--- src/rtl/pellet_pkg.sv ---
// Shared types and constants for the pellet sequencer.
// Power-pellet coordinates are only used when POWER_PELLET_EN is defined.
package pellet_pkg;

  localparam int PELLET_TOTAL_DEFAULT = 218;
  localparam int PTS_PELLET_DEFAULT   = 10;
  localparam int PTS_POWER            = 50;

  typedef logic [4:0] tile_t;
  typedef logic [2:0] state_t;

  localparam state_t ST_REFILL = 3'd0;
  localparam state_t ST_IDLE   = 3'd1;
  localparam state_t ST_ADDR   = 3'd2;
  localparam state_t ST_EVAL   = 3'd3;
  localparam state_t ST_CLEAR  = 3'd4;
  localparam state_t ST_DONE   = 3'd5;

  localparam tile_t PWR_X_LEFT  = 5'd2;
  localparam tile_t PWR_X_RIGHT = 5'd27;
  localparam tile_t PWR_Y_TOP   = 5'd4;
  localparam tile_t PWR_Y_BOT   = 5'd23;

  function automatic logic is_power_tile(input tile_t x, input tile_t y);
    return ((x == PWR_X_LEFT) || (x == PWR_X_RIGHT)) &&
           ((y == PWR_Y_TOP)  || (y == PWR_Y_BOT));
  endfunction

endpackage

--- src/rtl/pellet_controller_score_accum.sv ---
// Score register with a saturating adder; adds points when add is high.
module score_accum #(
  parameter int SCORE_W = 16
) (
  input  logic               clk,
  input  logic               reset,
  input  logic               add,
  input  logic [SCORE_W-1:0] points,
  output logic [SCORE_W-1:0] score
);

  function automatic logic [SCORE_W-1:0] sat_add(input logic [SCORE_W-1:0] a,
                                                 input logic [SCORE_W-1:0] b);
    logic [SCORE_W:0] sum;
    sum = {1'b0, a} + {1'b0, b};
    return sum[SCORE_W] ? {SCORE_W{1'b1}} : sum[SCORE_W-1:0];
  endfunction

  always_ff @(posedge clk or posedge reset) begin
    if (reset) score <= '0;
    else if (add) score <= sat_add(score, points);
  end

endmodule

--- src/rtl/pellet_controller.sv ---
// Read-then-clear sequencer for the pellet bitmap port B; keeps score, remaining count
// and level. Define POWER_PELLET_EN to make the four corner tiles power pellets.
module pellet_controller
  import pellet_pkg::*;
#(
  parameter int PELLET_TOTAL = PELLET_TOTAL_DEFAULT,
  parameter int SCORE_W      = 16,
  parameter int PTS_PELLET   = PTS_PELLET_DEFAULT
) (
  input  logic               clk,
  input  logic               reset,
  input  logic               req_valid,
  input  logic [4:0]         req_x,
  input  logic [4:0]         req_y,
  output logic               req_ready,
  input  logic               level_restart,
  output logic [4:0]         pel_x,
  output logic [4:0]         pel_y,
  output logic               pel_clear,
  input  logic               pel_data,
  output logic               mem_reset,
  output logic               eaten,
  output logic               fright,
  output logic [SCORE_W-1:0] score,
  output logic [8:0]         remaining,
  output logic [7:0]         level,
  output logic               level_done
);

  state_t             state, state_nxt;
  tile_t              tile_x, tile_y;
  logic [SCORE_W-1:0] points;

  assign req_ready  = (state == ST_IDLE);
  assign pel_clear  = (state == ST_CLEAR);
  assign eaten      = (state == ST_CLEAR);
  assign mem_reset  = (state == ST_REFILL);
  assign level_done = (state == ST_DONE);
  assign pel_x      = tile_x;
  assign pel_y      = tile_y;

`ifdef POWER_PELLET_EN
  logic power_tile;
  assign power_tile = is_power_tile(tile_x, tile_y);
  assign fright     = pel_clear && power_tile;
  assign points     = power_tile ? SCORE_W'(PTS_POWER) : SCORE_W'(PTS_PELLET);
`else
  assign fright     = 1'b0;
  assign points     = SCORE_W'(PTS_PELLET);
`endif

  // A restart overrides every transition; CLEAR's own updates still land that cycle.
  always_comb begin
    state_nxt = state;
    case (state)
      ST_REFILL: state_nxt = ST_IDLE;
      ST_IDLE:   if (req_valid) state_nxt = ST_ADDR;
      ST_ADDR:   state_nxt = ST_EVAL;
      ST_EVAL:   state_nxt = pel_data ? ST_CLEAR : ST_IDLE;
      ST_CLEAR:  state_nxt = (remaining == 9'd1) ? ST_DONE : ST_IDLE;
      ST_DONE:   state_nxt = ST_REFILL;
      default:   state_nxt = ST_REFILL;
    endcase
    if (level_restart) state_nxt = ST_REFILL;
  end

  always_ff @(posedge clk or posedge reset) begin
    if (reset) begin
      state     <= ST_REFILL;
      tile_x    <= '0;
      tile_y    <= '0;
      remaining <= '0;
      level     <= '0;
    end else begin
      state <= state_nxt;
      if (state == ST_IDLE && req_valid) begin
        tile_x <= req_x;
        tile_y <= req_y;
      end
      if (state == ST_REFILL) remaining <= 9'(PELLET_TOTAL);
      else if (state == ST_CLEAR) remaining <= remaining - 9'd1;
      if (state == ST_DONE) level <= level + 8'd1;
    end
  end

  score_accum #(.SCORE_W(SCORE_W)) u_score (
    .clk    (clk),
    .reset  (reset),
    .add    (eaten),
    .points (points),
    .score  (score)
  );

endmodule

--- config.mk ---
export PLATFORM = sky130hd
export DESIGN_NAME = pellet_controller
export DESIGN_NICKNAME = d
export VERILOG_FILES = /design/src/rtl/pellet_pkg.sv /design/src/rtl/pellet_controller_score_accum.sv /design/src/rtl/pellet_controller.sv
export SDC_FILE = /design/constraint.sdc
export NUM_CORES = 1
export LEC_CHECK = 0
export ABC_AREA = 1
export CAP_MARGIN = 40
export CORE_MARGIN = 2
export CORE_UTILIZATION = 43
export DETAILED_ROUTE_END_ITERATION = 12
export PLACE_DENSITY = 0.76
export SLEW_MARGIN = 20
export SYNTH_ARGS = -nofsm -noshare
export SYNTH_HDL_FRONTEND = slang
export SYNTH_SLANG_ARGS = --single-unit
--- constraint.sdc ---
create_clock -name clk -period 1.3 [get_ports clk]
set_input_delay 0.26 -clock clk [delete_from_list [all_inputs] [get_ports clk]]
set_output_delay 0.26 -clock clk [all_outputs]
set_load 0.01 [all_outputs]
# ---- Yosys cells after proc, flatten, opt, wreduce, memory -nomap -nowiden
# Cells that the tools add are included.
dict set report word_totals {
  register_bits 46
  in_bits 15
  output_inout_bits 49
  word_cells 27
}
dict set report classes {
  add_sub_neg 3
  n_eq_ne 7
  n_mux 8
  n_reduce_logical 3
}
# op n
set op_table {}
lappend op_table {{9-bit 2-to-1 mux} 2}
lappend op_table {{16-bit by 4-bit adder with 17-bit output (second input constant)} 1}
lappend op_table {{16-bit 2-to-1 mux} 1}
lappend op_table {{3-bit one-hot mux with 5 select lines} 1}
lappend op_table {{3-bit 2-to-1 mux} 4}
lappend op_table {{9-bit by 1-bit equality test with 1-bit output (second input constant)} 1}
lappend op_table {{9-bit by 1-bit subtractor with 9-bit output (second input constant)} 1}
lappend op_table {{8-bit by 1-bit adder with 8-bit output (second input constant)} 1}
lappend op_table {{3-bit by 2-bit equality test with 1-bit output (second input constant)} 2}
lappend op_table {{3-bit equality test (second input constant)} 2}
lappend op_table {{3-bit by 1-bit equality test with 1-bit output (second input constant)} 1}
lappend op_table {{3-bit logical NOT} 1}
lappend op_table {{3-bit by 2-bit != test with 1-bit output (second input constant)} 1}
lappend op_table {{2-bit nonzero test} 1}
lappend op_table {{1-bit logical AND} 1}

# ---- Longest topological paths before layout
# Gate-level depths: netlist (run 1).
dict set report depth {
  ltp_word 4
  ltp_mapped 10
  mapped_depth_nobuf 10
}

# ---- By module
# From an unflattened synthesis (run 1), not the netlist that was laid out.
dict set report hier_totals {
  cells_unflattened 439
  hier_area_um2 3088.0
}
# mod n_inst cells_per_inst area_per_inst_um2 seq_area_each_um2
set modules_own_cells {}
lappend modules_own_cells {score_accum 1 259 1612.8 400.4}
lappend modules_own_cells {pellet_controller 1 180 1475.2 750.7}

# ---- Worst setup path after synthesis (run 1)
# No wires, ideal clock.
dict set report synth_timing {
  kind {register to register}
  startpoint {reg remaining[0]}
  endpoint {reg remaining[8]}
  setup_ps 120
  t_arrival_ps 1331
  required_ps 1180
  path_slack_ps -151
  stages_incl_launch_ff 10
  path_buffers 0
  period_less_slack_ps 1451
  cell_sequence {dfrtp_1 > inv_1 > ha_1 > inv_1 > nor2_1 > nand3_1 > nor2_1 > nand2_1 > o21ai_0 > nor2_1}
}
dict set report synth_between {
  elab_chain_len 3
}
# item line
set synth_lines {}
lappend synth_lines {{start: declaration} pellet_controller.sv:25} ;# output logic [8:0] remaining,
lappend synth_lines {{start signal: assignment} pellet_controller.sv:80} ;# if (state == ST_REFILL) remaining <= 9'(PELLET_TOTAL);
lappend synth_lines {{start signal: assignment} pellet_controller.sv:81} ;# else if (state == ST_CLEAR) remaining <= remaining - 9'd1;
lappend synth_lines {{9-bit by 1-bit subtractor with 9-bit output} pellet_controller.sv:81}
lappend synth_lines {{9-bit 2-to-1 mux} pellet_controller.sv:81}
lappend synth_lines {{9-bit 2-to-1 mux} pellet_controller.sv:80}
# No other way between the ends. The select of a mux whose other input is x is not followed.
# A chain may end at the register's enable or synchronous reset.

# ---- Final worst setup path (run 1)
dict set report layout_timing {
  startpoint {reg state[1]}
  endpoint {out mem_reset}
}
dict set report layout_between {
  elab_chain_len 1
}
# item line
set layout_lines {}
lappend layout_lines {{start: declaration} pellet_controller.sv:30} ;# state_t state, state_nxt;
lappend layout_lines {{start signal: assignment} pellet_controller.sv:75} ;# state <= state_nxt;
lappend layout_lines {{3-bit logical NOT} pellet_controller.sv:37} ;# assign mem_reset = (state == ST_REFILL);
lappend layout_lines {{end: declaration} pellet_controller.sv:21} ;# output logic mem_reset,
# No other way between the ends.

==> metrics.yaml, run 1 <==
cts_buffers: 5
arrival_ns: 1.30
ys_ff_latch: 46
regArea_sq_um: 1150
timing.rr.end: "u_score.score[10]"
pin_count: 64
antenna_found_initial: 0
post-dp-hpwl_mm: 3.85
area_growth_pct: 74.6
clk_path_buf_depth: 2
final_nets: 444
drc: 0
synth_flop_cell: "dfrtp_1"
ys.warnings.count: 0
setup_tns_ns: -5.13
grt_max_degree: 47
r2r_slack_ns: -0.24
portBuffers: 62
clockRootBuffer: "clkbuf_8"
reg2reg_depth: 10
layout_setup_ws_ns: -0.257
crit_type: "reg2out"
synth_nets: 306
cp_data_required_time_ns: 1.04
fillerInstances: 352
drt.antenna.violating_nets: 0
max_slew.worst_pin.slew_ns: 0.565
setup_viol: 32
yosys.area_share.simple_pct: 33.5
synth_xor_area_share_pct: 2.63
cts_max_level: 2
synthArstFlopShare_pct: 100
crit_path_end_kind: "primary output"
yosys.area.top_type: "dfrtp_1"
fp.dieW_um: 77.6
cts_tree: "done"
synth_top_area_share_pct: 49.4
p_leak_nw: 2.16
max-slew-margin-rel_pct: 62.1
vias: 2493
final_cells: 496
post-route-period-util_pct: 120
drive_gt1_share_pct: 40.4
antennaDiodeCount: 0
peakVddDrop_uv: 766
start_util_pct: 45.0
synth_area_leaders: "dfrtp_1 (49%), nand2_1 (13%), nand3_1 (6.7%)"
multi_input_area_sq_um: 1360
skew_ns: 0.00406
r2r_start: "state[1]"
clk_pin_slew_ns: 0.08
total_power_mw: 4.01
power-per-cell-area_nw_per_um2: 986
clk_latency_ns: 0.30
hold_class: "in2async"
critPathLaunchType: "register"
violations: "negative setup slack"
synth_edf_count: 0
hold_violations: 0
seq_area_frac_synth_pct: 49.4
fmax_mhz: 642
avgSynthCellArea_sq_um: 8.11
synthesis.area_sq_um: 2330
ctsHoldBuffers: 0
routedWlPerCell_um: 14.0
whs_ns: 0.360
synth_adder_area_share_pct: 2.15
vias_per_cell: 5.03
yosysUniqueCellTypes: 26
dr.pass1.iters: 4
maxCapViolCount: 0
clkSinkCount: 46
die_h_um: 77.6
wirelength_mm: 6.92
slew_viol_final: 0
gp_congestion: 0.836
min_period_ns: 1.56
rsz0062_at_grt: "true"
grt_usage_pct: 20.9
grt_pass1_vias: 2229
drt-initial-drc-count: 61
synth_top_family_by_area: "simple AND/OR/NAND/NOR gates"
coreArea_sq_um: 5170
status: "finished with violations"
die_area_sq_um: 6020
dp_cells: 445
worstPathMaxFanout: 2
synthCells: 287
synth-compound-area-share_pct: 4.35
synth_mux_area_share_pct: 0
rows: 26
grt_pass1_wl_mm: 9.97
grt_overflow: 0
## through the flow
stage          instance area, sq um  utilization, %  worst slack (ns)
3_5_place_dp                   3300            63.8            -0.286
3_3_place_gp                   3300            63.8            -0.264
6_report                       4070            78.6            -0.257
2_1_floorplan                  2380               -            -0.115
4_1_cts                        3710            71.8            -0.248
5_1_grt                        4070            78.6            -0.339
## worst max-delay path by stage
stage                       startpoint                 to  slack [ns]  cells after the start
final                         state[1]          mem_reset       -0.26                      5
after floorplan           remaining[1]       remaining[8]       -0.12                      9
after detailed placement      state[0]          req_ready       -0.29                      5
after global placement        state[0]          req_ready       -0.26                      5
after global routing          state[1]  u_score.score[10]       -0.34                     10
after CTS                     state[0]          req_ready       -0.25                      5
## cell usage in the layout (no fill, tap or decap), types with 6 or more instances in the layout
master,n
nand2_1,60
buf_4,53
dfrtp_1,44
dlygate4sd2_1,32
inv_1,31
buf_6,20
nor2_1,18
nand3_2,15
nand3_1,14
clkdlybuf4s50_1,14
nand2_2,13
nand4_1,9
nor2_4,8
nand2_4,7
nor2_2,6
clkdlybuf4s15_1,6
## power by group
group,internal [mW],total (mW),leakage [nW],switching [mW]
registers,1.59,1.72,0.590,0.133
logic,0.623,1.23,1.51,0.602
clock network,0.566,1.06,0.0579,0.497
## kinds of logic (layout without fill, tap and decap cells)
| kind of cell | count (synthesis) | after routing |
|---|---|---|
| other | 1 | 1 |
| AO/OA/AOI/OAI | 19 | 19 |
| adder cells (fa/ha/maj) | 4 | 4 |
| flip-flops | 46 | 46 |
| AND/OR/NAND/NOR | 166 | 168 |
| buffers and inverters | 44 | 181 |
| XOR/XNOR | 7 | 7 |
## area by class of cell
| class | instances | share of cell area [%] |
|---|---|---|
| timing repair buffer | 134 | 29.5 |
| clock inverter | 3 | 0.985 |
| tap | 70 | 2.15 |
| sequential | 46 | 28.4 |
| inverter | 39 | 3.82 |
| multi-input combinational | 199 | 33.5 |
| clock buffer | 5 | 1.69 |
## flip-flops by register name, indices dropped and copies added, names as in the netlist
| name | cells |
|---|---|
| u_score.score | 16 |
| state | 3 |
| level | 8 |
| remaining | 9 |
| pel_y | 5 |
| pel_x | 5 |
## synthesized netlist by cell type (2+ instances only)
cell	instances
nand2_4	3
xnor2_1	5
inv_1	39
nor2_1	29
nand2_1	79
or2_2	2
dfrtp_1	46
ha_1	4
a21oi_1	2
xor2_1	2
o21ai_0	14
nand3_1	31
nor2_4	3
nand3b_1	4
buf_4	2
nor3_1	4
nand4_1	9
## per-layer routing
layer  wire length (um)  GRT usage, %  vias up  part of all wire (%)
met5                  0             0        -                     0
met4                138          8.93        0                   2.0
met3                235          4.30       13                   3.4
met2               3700          37.3       64                    53
met1               2840          24.1     1220                    41
li1                   -             -     1196                     -
## worst max-delay path, stage by stage (launching register included)
cell and delay (ns):
dfrtp_1 0.41, buf_6 0.13, nor2_4 0.11, inv_1 0.07, nor2_2 0.12, buf_2 0.15
## repair_timing
| action | in CTS | in global routing |
|---|---|---|
| buffers inserted | 27 | 17 |
| gates cloned | 1 | 2 |
| pin swaps | 15 | 18 |
| gates resized for setup | 123 | 66 |
| endpoints found under the setup margin | 80 | 51 |
| hold endpoints to repair | 0 | 0 |
(Power assumes the default switching activity.)
==> run 2: changes to the inputs <==
Settings changed: CORE_MARGIN 2 to 8, CORE_UTILIZATION 43 to 47, PLACE_DENSITY 0.76 to 0.77, SYNTH_HIERARCHICAL set to 1.
==> run 2 against run 1 <==
Effect of this change: the run still ends with negative setup slack left; via count up 33%; critical endpoint is now u_score/score[0]; largest cell class unchanged; highest routed layer unchanged; utilization shrank 0.54 points; design area increased by 22%.
==> metrics.yaml, run 2 <==
synth_top_area_share_pct: 37.3  # was 49.4%
status: "finished with violations"  # unchanged
yosys.area.top_type: "dfrtp_1"  # unchanged
antenna_found_initial: 0  # unchanged
arrival_ns: 1.97  # was 1.30 ns
clkPwrFrac_pct: 17.2  # was 26.5%
rsz0062_at_grt: "true"  # unchanged
cp-endpoint: "u_score/score[0]"  # was mem_reset
drt.antenna.violating_nets: 0  # unchanged
vias: 3315  # was 2493
final_area_sq_um: 4960  # was 4070 sq um
p_sw_share_pct: 38.1  # was 30.7%
yosys.area_share.simple_pct: 35.2  # was 33.5%
drt-initial-drc-count: 110  # was 61
p_leak_nw: 2.62  # was 2.16 nW
grt_overflow: 0  # unchanged
wirelength_mm: 9.19  # was 6.92 mm
fp.dieW_um: 97.1  # was 77.6 um
synth_common_cells: "nand2_1 (135), inv_1 (67), nor2_1 (53)"  # was nand2_1 (79), dfrtp_1 (46), inv_1 (39)
skew_ns: 0.00594  # was 0.00406 ns
layout_commonest_cell: "nand2_1"  # unchanged
synth_most_common_cell: "nand2_1"  # unchanged
coreArea_sq_um: 6350  # was 5170 sq um
r2r_slack_ns: -0.47  # was -0.24 ns
multi_input_area_sq_um: 2000  # was 1360 sq um
utilization_pct: 78.0  # was 78.6%
crit_path_end_kind: "register"  # was primary output
ys.warnings.count: 6  # was 0
slew_viol_final: 0  # unchanged
violations: "negative setup slack"  # unchanged
drive_gt1_share_pct: 30.8  # was 40.4%
intPower_mw: 3.96  # was 2.78 mW
fmax_mhz: 564  # was 642 MHz
synth_area_leaders: "dfrtp_1 (37%), nand2_1 (16%), inv_1 (8.1%)"  # was dfrtp_1 (49%), nand2_1 (13%), nand3_1 (6.7%)
die_area_sq_um: 9420  # was 6020 sq um
peakVddDrop_uv: 1010  # was 766 uV
pwr-share-comb_pct: 53.3  # was 30.6%
synth_edf_count: 0  # unchanged
r2r_start: "u_score/score[1]"  # was state[1]
post-dp-hpwl_mm: 6.33  # was 3.85 mm
grt_max_degree: 31  # was 47
cts_max_level: 2  # unchanged
crit_type: "reg2reg"  # was reg2out
maxCapViolCount: 0  # unchanged
layout_setup_ws_ns: -0.472  # was -0.257 ns
synthesis.area_sq_um: 3090  # was 2330 sq um
clk_path_buf_depth: 2  # unchanged
yosysUniqueCellTypes: 33  # was 26
portBuffers: 62  # unchanged
regArea_sq_um: 1150  # unchanged
gp_congestion: 0.876  # was 0.836
p_seq_share_pct: 29.5  # was 42.9%
ctsHoldBuffers: 0  # unchanged
postPlaceCellArea_sq_um: 4430  # was 3300 sq um
vias_per_cell: 4.85  # was 5.03
largest_reg_flops: 16  # unchanged
reg2reg_depth: 11  # was 10
synth_top_family_by_area: "simple AND/OR/NAND/NOR gates"  # unchanged
grt_usage_pct: 18.5  # was 20.9%
antennaDiodeCount: 0  # unchanged
top_regs: "u_score/score x16, remaining x9, level x8"  # was u_score.score x16, remaining x9, level x8
grt_pass1_vias: 3335  # was 2229
drc: 0  # unchanged
clockRootBuffer: "clkbuf_8"  # unchanged
hold_class: "in2async"  # unchanged
fillerInstances: 433  # was 352
hold_violations: 0  # unchanged
setup_tns_ns: -8.96  # was -5.13 ns
start_util_pct: 48.6  # was 45.0%
cp_data_required_time_ns: 1.50  # was 1.04 ns
final_nets: 641  # was 444
synth_mux_area_share_pct: 0  # unchanged
synth_adder_area_share_pct: 8.35  # was 2.15%
p_sw_mw: 2.44  # was 1.23 mW
synthArstFlopShare_pct: 100  # unchanged
startpoint: "u_score/score[1]"  # was state[1]
clk_pin_slew_ns: 0.09  # was 0.08 ns
rows: 29  # was 26
regMostFlops: "u_score/score"  # was u_score.score
critPathLaunchType: "register"  # unchanged
synth_xor_area_share_pct: 2.55  # was 2.63%
power-per-cell-area_nw_per_um2: 1290  # was 986 nW/um^2
clk_latency_ns: 0.31  # was 0.30 ns
area_growth_pct: 60.5  # was 74.6%
avgSynthCellArea_sq_um: 7.03  # was 8.11 sq um
grt_pass1_wl_mm: 14.7  # was 9.97 mm
ys_ff_latch: 46  # unchanged
clkSinkCount: 46  # unchanged
dr.pass1.iters: 4  # unchanged
worstPathMaxFanout: 7  # was 2
synth-compound-area-share_pct: 6.12  # was 4.35%
die_h_um: 97.1  # was 77.6 um
final_cell_mix: "nand2_1 (128), buf_4 (70), inv_1 (61)"  # was nand2_1 (60), buf_4 (53), dfrtp_1 (44)
timing.rr.end: "u_score/score[0]"  # was u_score.score[10]
synthCells: 439  # was 287
min_period_ns: 1.77  # was 1.56 ns
setup_viol: 30  # was 32
synth_flop_cell: "dfrtp_1"  # unchanged
seq_area_frac_synth_pct: 37.3  # was 49.4%
cts_tree: "done"  # unchanged
routedWlPerCell_um: 13.4  # was 14.0 um
pin_count: 64  # unchanged
post-route-period-util_pct: 136  # was 120%
cts_buffers: 5  # unchanged
[run 2: critical path: stages, from the launching register on]
cell and delay (ns):
dfrtp_2 0.43, fa_2 0.37, nand2_2 0.09, nand2_2 0.06, and2_4 0.14, nand2_2 0.05, nand2_2 0.07, nand2_4 0.08
nand3_4 0.07, buf_8 0.16, o21bai_4 0.11, inv_1 0.05
[run 2: repair_timing]
item,4_1_cts,5_1_grt
resized for setup,139,62
buffers inserted,14,15
endpoints found under the setup margin,68,56
pin swaps,11,16
[run 2: cell families (layout without fill, tap and decap cells)]
group | after synthesis | count (layout)
AO/OA/AOI/OAI | 32 | 32
XOR/XNOR | 9 | 9
adder cells (fa/ha/maj) | 20 | 20
buffers and inverters | 79 | 231
flip-flops | 46 | 46
other | 2 | 18
AND/OR/NAND/NOR | 251 | 251
[run 2: final cells by class]
class                      count  area share [%]
clock buffer                   6            1.46
clock inverter                 2           0.757
inverter                      72            5.60
multi-input combinational    330            40.4
sequential                    46            23.3
tap                           77            1.94
timing repair buffer         151            26.6
[run 2: worst min-delay path by stage]
stage,to,slack [ns],depth (start not counted)
2_1_floorplan,u_score/score[0],0.17,1
3_3_place_gp,pel_x[0],0.45,2
3_5_place_dp,pel_x[2],0.46,2
4_1_cts,u_score/score[2],0.28,3
5_1_grt,u_score/score[2],0.31,3
6_report,u_score/score[2],0.30,3
[run 2: metal layers]
metal / track usage, % / vias up / share of wire, %
met5: 0 / - / 0
met4: 6.39 / 0 / 1.7
met3: 6.12 / 15 / 6.5
met2: 34.3 / 83 / 53
met1: 18.9 / 1547 / 39
li1: - / 1670 / -
[run 2: power by group through the flow]
| stage | Clock [mW] | Combinational [mW] | Sequential (mW) |
|---|---|---|---|
| after global routing | 1.19 | 3.78 | 1.92 |
| after global placement | 0 | 2.96 | 1.90 |
| after floorplan | 0 | 1.47 | 2.05 |
| after CTS | 1.13 | 3.01 | 1.87 |
| final | 1.10 | 3.41 | 1.89 |
| after detailed placement | 0 | 3.01 | 1.92 |
[run 2: stage by stage]
| step | worst slack, ns | cells | hold WS [ns] | power, mW |
|---|---|---|---|---|
| floorplan | -0.260 | 455 | 0.174 | 3.53 |
| global placement | -0.403 | 653 | 0.454 | 4.86 |
| detailed placement | -0.493 | 653 | 0.459 | 4.93 |
| CTS | -0.450 | 672 | 0.282 | 6.01 |
| global route | -0.560 | 684 | 0.313 | 6.89 |
| finish | -0.472 | 684 | 0.296 | 6.40 |
==> edit: new RTL, flow settings as in run 2 <==
The option `POWER_PELLET_EN` is turned on by a define.
--- a/src/rtl/pellet_controller.sv
+++ b/src/rtl/pellet_controller.sv
@@ -2,2 +2,4 @@
 // and level. Define POWER_PELLET_EN to make the four corner tiles power pellets.
+`define POWER_PELLET_EN
+
 module pellet_controller
Function: changed (Yosys sat finds a counterexample within 10 cycles, from zero or initial values and one cycle with reset high).
==> edit against run 2 <==
The run still ends with setup timing left. Synthesized area grew 1.4%. Wire length grew 28%. Sequential cell count is the same. Power grew 14%. Final area grew 3.8%. Sequential share of layout area shrank 0.90 points. Die area grew 1.1%. Worst setup slack lost 0.55 ns. Critical path type unchanged. Largest cell class unchanged. Highest routed layer unchanged.
==> edit: results (changes against run 2) <==
* Status: complete, but fails checks
* Failing checks: setup timing
* Clk_skew at 0.00888 ns (+0.00294 ns)
* Sum of negative setup slack at -18.61 ns (-9.64 ns)
* Worst setup margin at -1.02 ns (-0.549 ns)
* Net Sw Power at 2.94 mW (+20%)
* # setup viols final at 42 (+40%)
* CP peak stage delay at 0.42 ns
* Worst path slowest cell: dfrtp_1
* Share of layout cells above drive strength 1 at 36.0% (+5.2 points)
* Latest clock arrival within the worst-skew pair at 0.31 ns (about the same)
* Post-route insts no fill at 710 (+3.8%)
* Clock buffer depth at 2 (unchanged)
* Crit-path max FO at 7 (unchanged)
* Arr. time, crit path at 2.53 ns (+0.56 ns)
* Synth unique cells at 34 (+3.0%)
* Top Registers: u_score/score x16, remaining x9, level x8
* Comb power frac at 57.9% (+4.6 points)
* Worst r2r dst: u_score/score[4]
* Dpl hpwl at 6760 microns (+6.7%)
* Total CTS buffers at 5 (unchanged)
* First-pass GRT wire length at 15900 microns (+7.6%)
* Crit path from: pel_x[4]
* Syn avg cell area at 6.99 sq um (-0.66%)
* Hold Crit Class: in2async
* Max-slew headroom at 66.4%
* R2r worst-path depth at 17 (+6)
* Number of port buffers at 63 (+1.6%)
* Vias per cell at 5.24 (+8.0%)
* Diodes inserted at 0 (unchanged)
* Post-DP Area at 0.00447 sq mm (+0.96%)
* DR pass1 iterations at 4 (unchanged)
* Gr usage total at 19.7% (+1.2 points)
* Root buffer cell: clkbuf_8
* Top post-synthesis cells by count: nand2_1, inv_1, nor2_1
* Post-synth top flop: dfrtp_1
* Iter 0 DRT Violations at 153 (+39%)
* Sequential fraction of the synthesis area at 36.8% (-0.51 points)
* Placed Cells at 673 (+3.1%)
* Pleak at 2.70 nW (+2.9%)
* Synth top area cells: dfrtp_1, nand2_1, inv_1
* Sw Ratio at 40.2% (+2.1 points)
* Peak VDD IR at 0.918 mV (-9.1%)
* Vias in the first global route at 3615 (+8.4%)
* DRT antenna net count at 0 (unchanged)
* Clock group share of total power at 15.4% (-1.8 points)
* Drt wl/cell at 16.5 microns (+23%)
* Worst slack, placed at -0.979 ns (-0.487 ns)
* GP Congestion at 0.906 (+3.4%)
* Yosys warning count at 6 (unchanged)
-- edit: changes by cell type in the layout (fill, tap and decap cells not counted), moves of 6 or more --
cell           delta
buf_4            +22
dlygate4sd2_1    -10
ha_1              +6
ha_4              -6
nand2_1          -14
nand2_2           +9
-- edit: how the worst min path moves through the flow --
stage / startpoint / slack (ns) / cells past startpoint / end
global placement: level[7] / 0.48 / 2 / level[7]
global route: reset / 0.32 / 3 / u_score/score[13]
CTS: reset / 0.28 / 3 / u_score/score[2]
detailed placement: level[7] / 0.49 / 2 / level[7]
floorplan: reset / 0.17 / 1 / u_score/score[0]
finish: reset / 0.28 / 3 / u_score/score[2]
-- edit: logic make-up (layout without fill, tap and decap cells) --
family                   Yosys count  in the layout  synth area share [%]
adder cells (fa/ha/maj)           20             20                  8.23
AO/OA/AOI/OAI                     36             36                  7.03
buffers and inverters             83            255                  10.6
flip-flops                        46             46                  36.8
AND/OR/NAND/NOR                  250            251                  34.0
XOR/XNOR                          11             11                  3.08
other                              2             14                 0.240
-- edit: per-layer routing --
layer	track usage (%)	part of all wire [%]
met1	20.8	38
met2	36.9	52
met3	4.98	5.7
met4	6.76	4.6
met5	0	0
-- edit: timing repair --
item,in CTS,in global routing
gates cloned,0,2
gates resized for setup,204,68
pin swaps,11,20
endpoints found under the setup margin,80,57
buffers inserted,20,22
-- edit: layout make-up --
cell class | count | area [sq um]
tap | 77 | 96.3
sequential | 46 | 1150
timing repair buffer | 170 | 1470
clock inverter | 2 | 37.5
inverter | 77 | 297
multi-input combinational | 332 | 2020
clock buffer | 6 | 72.6
fill | 385 | 1240
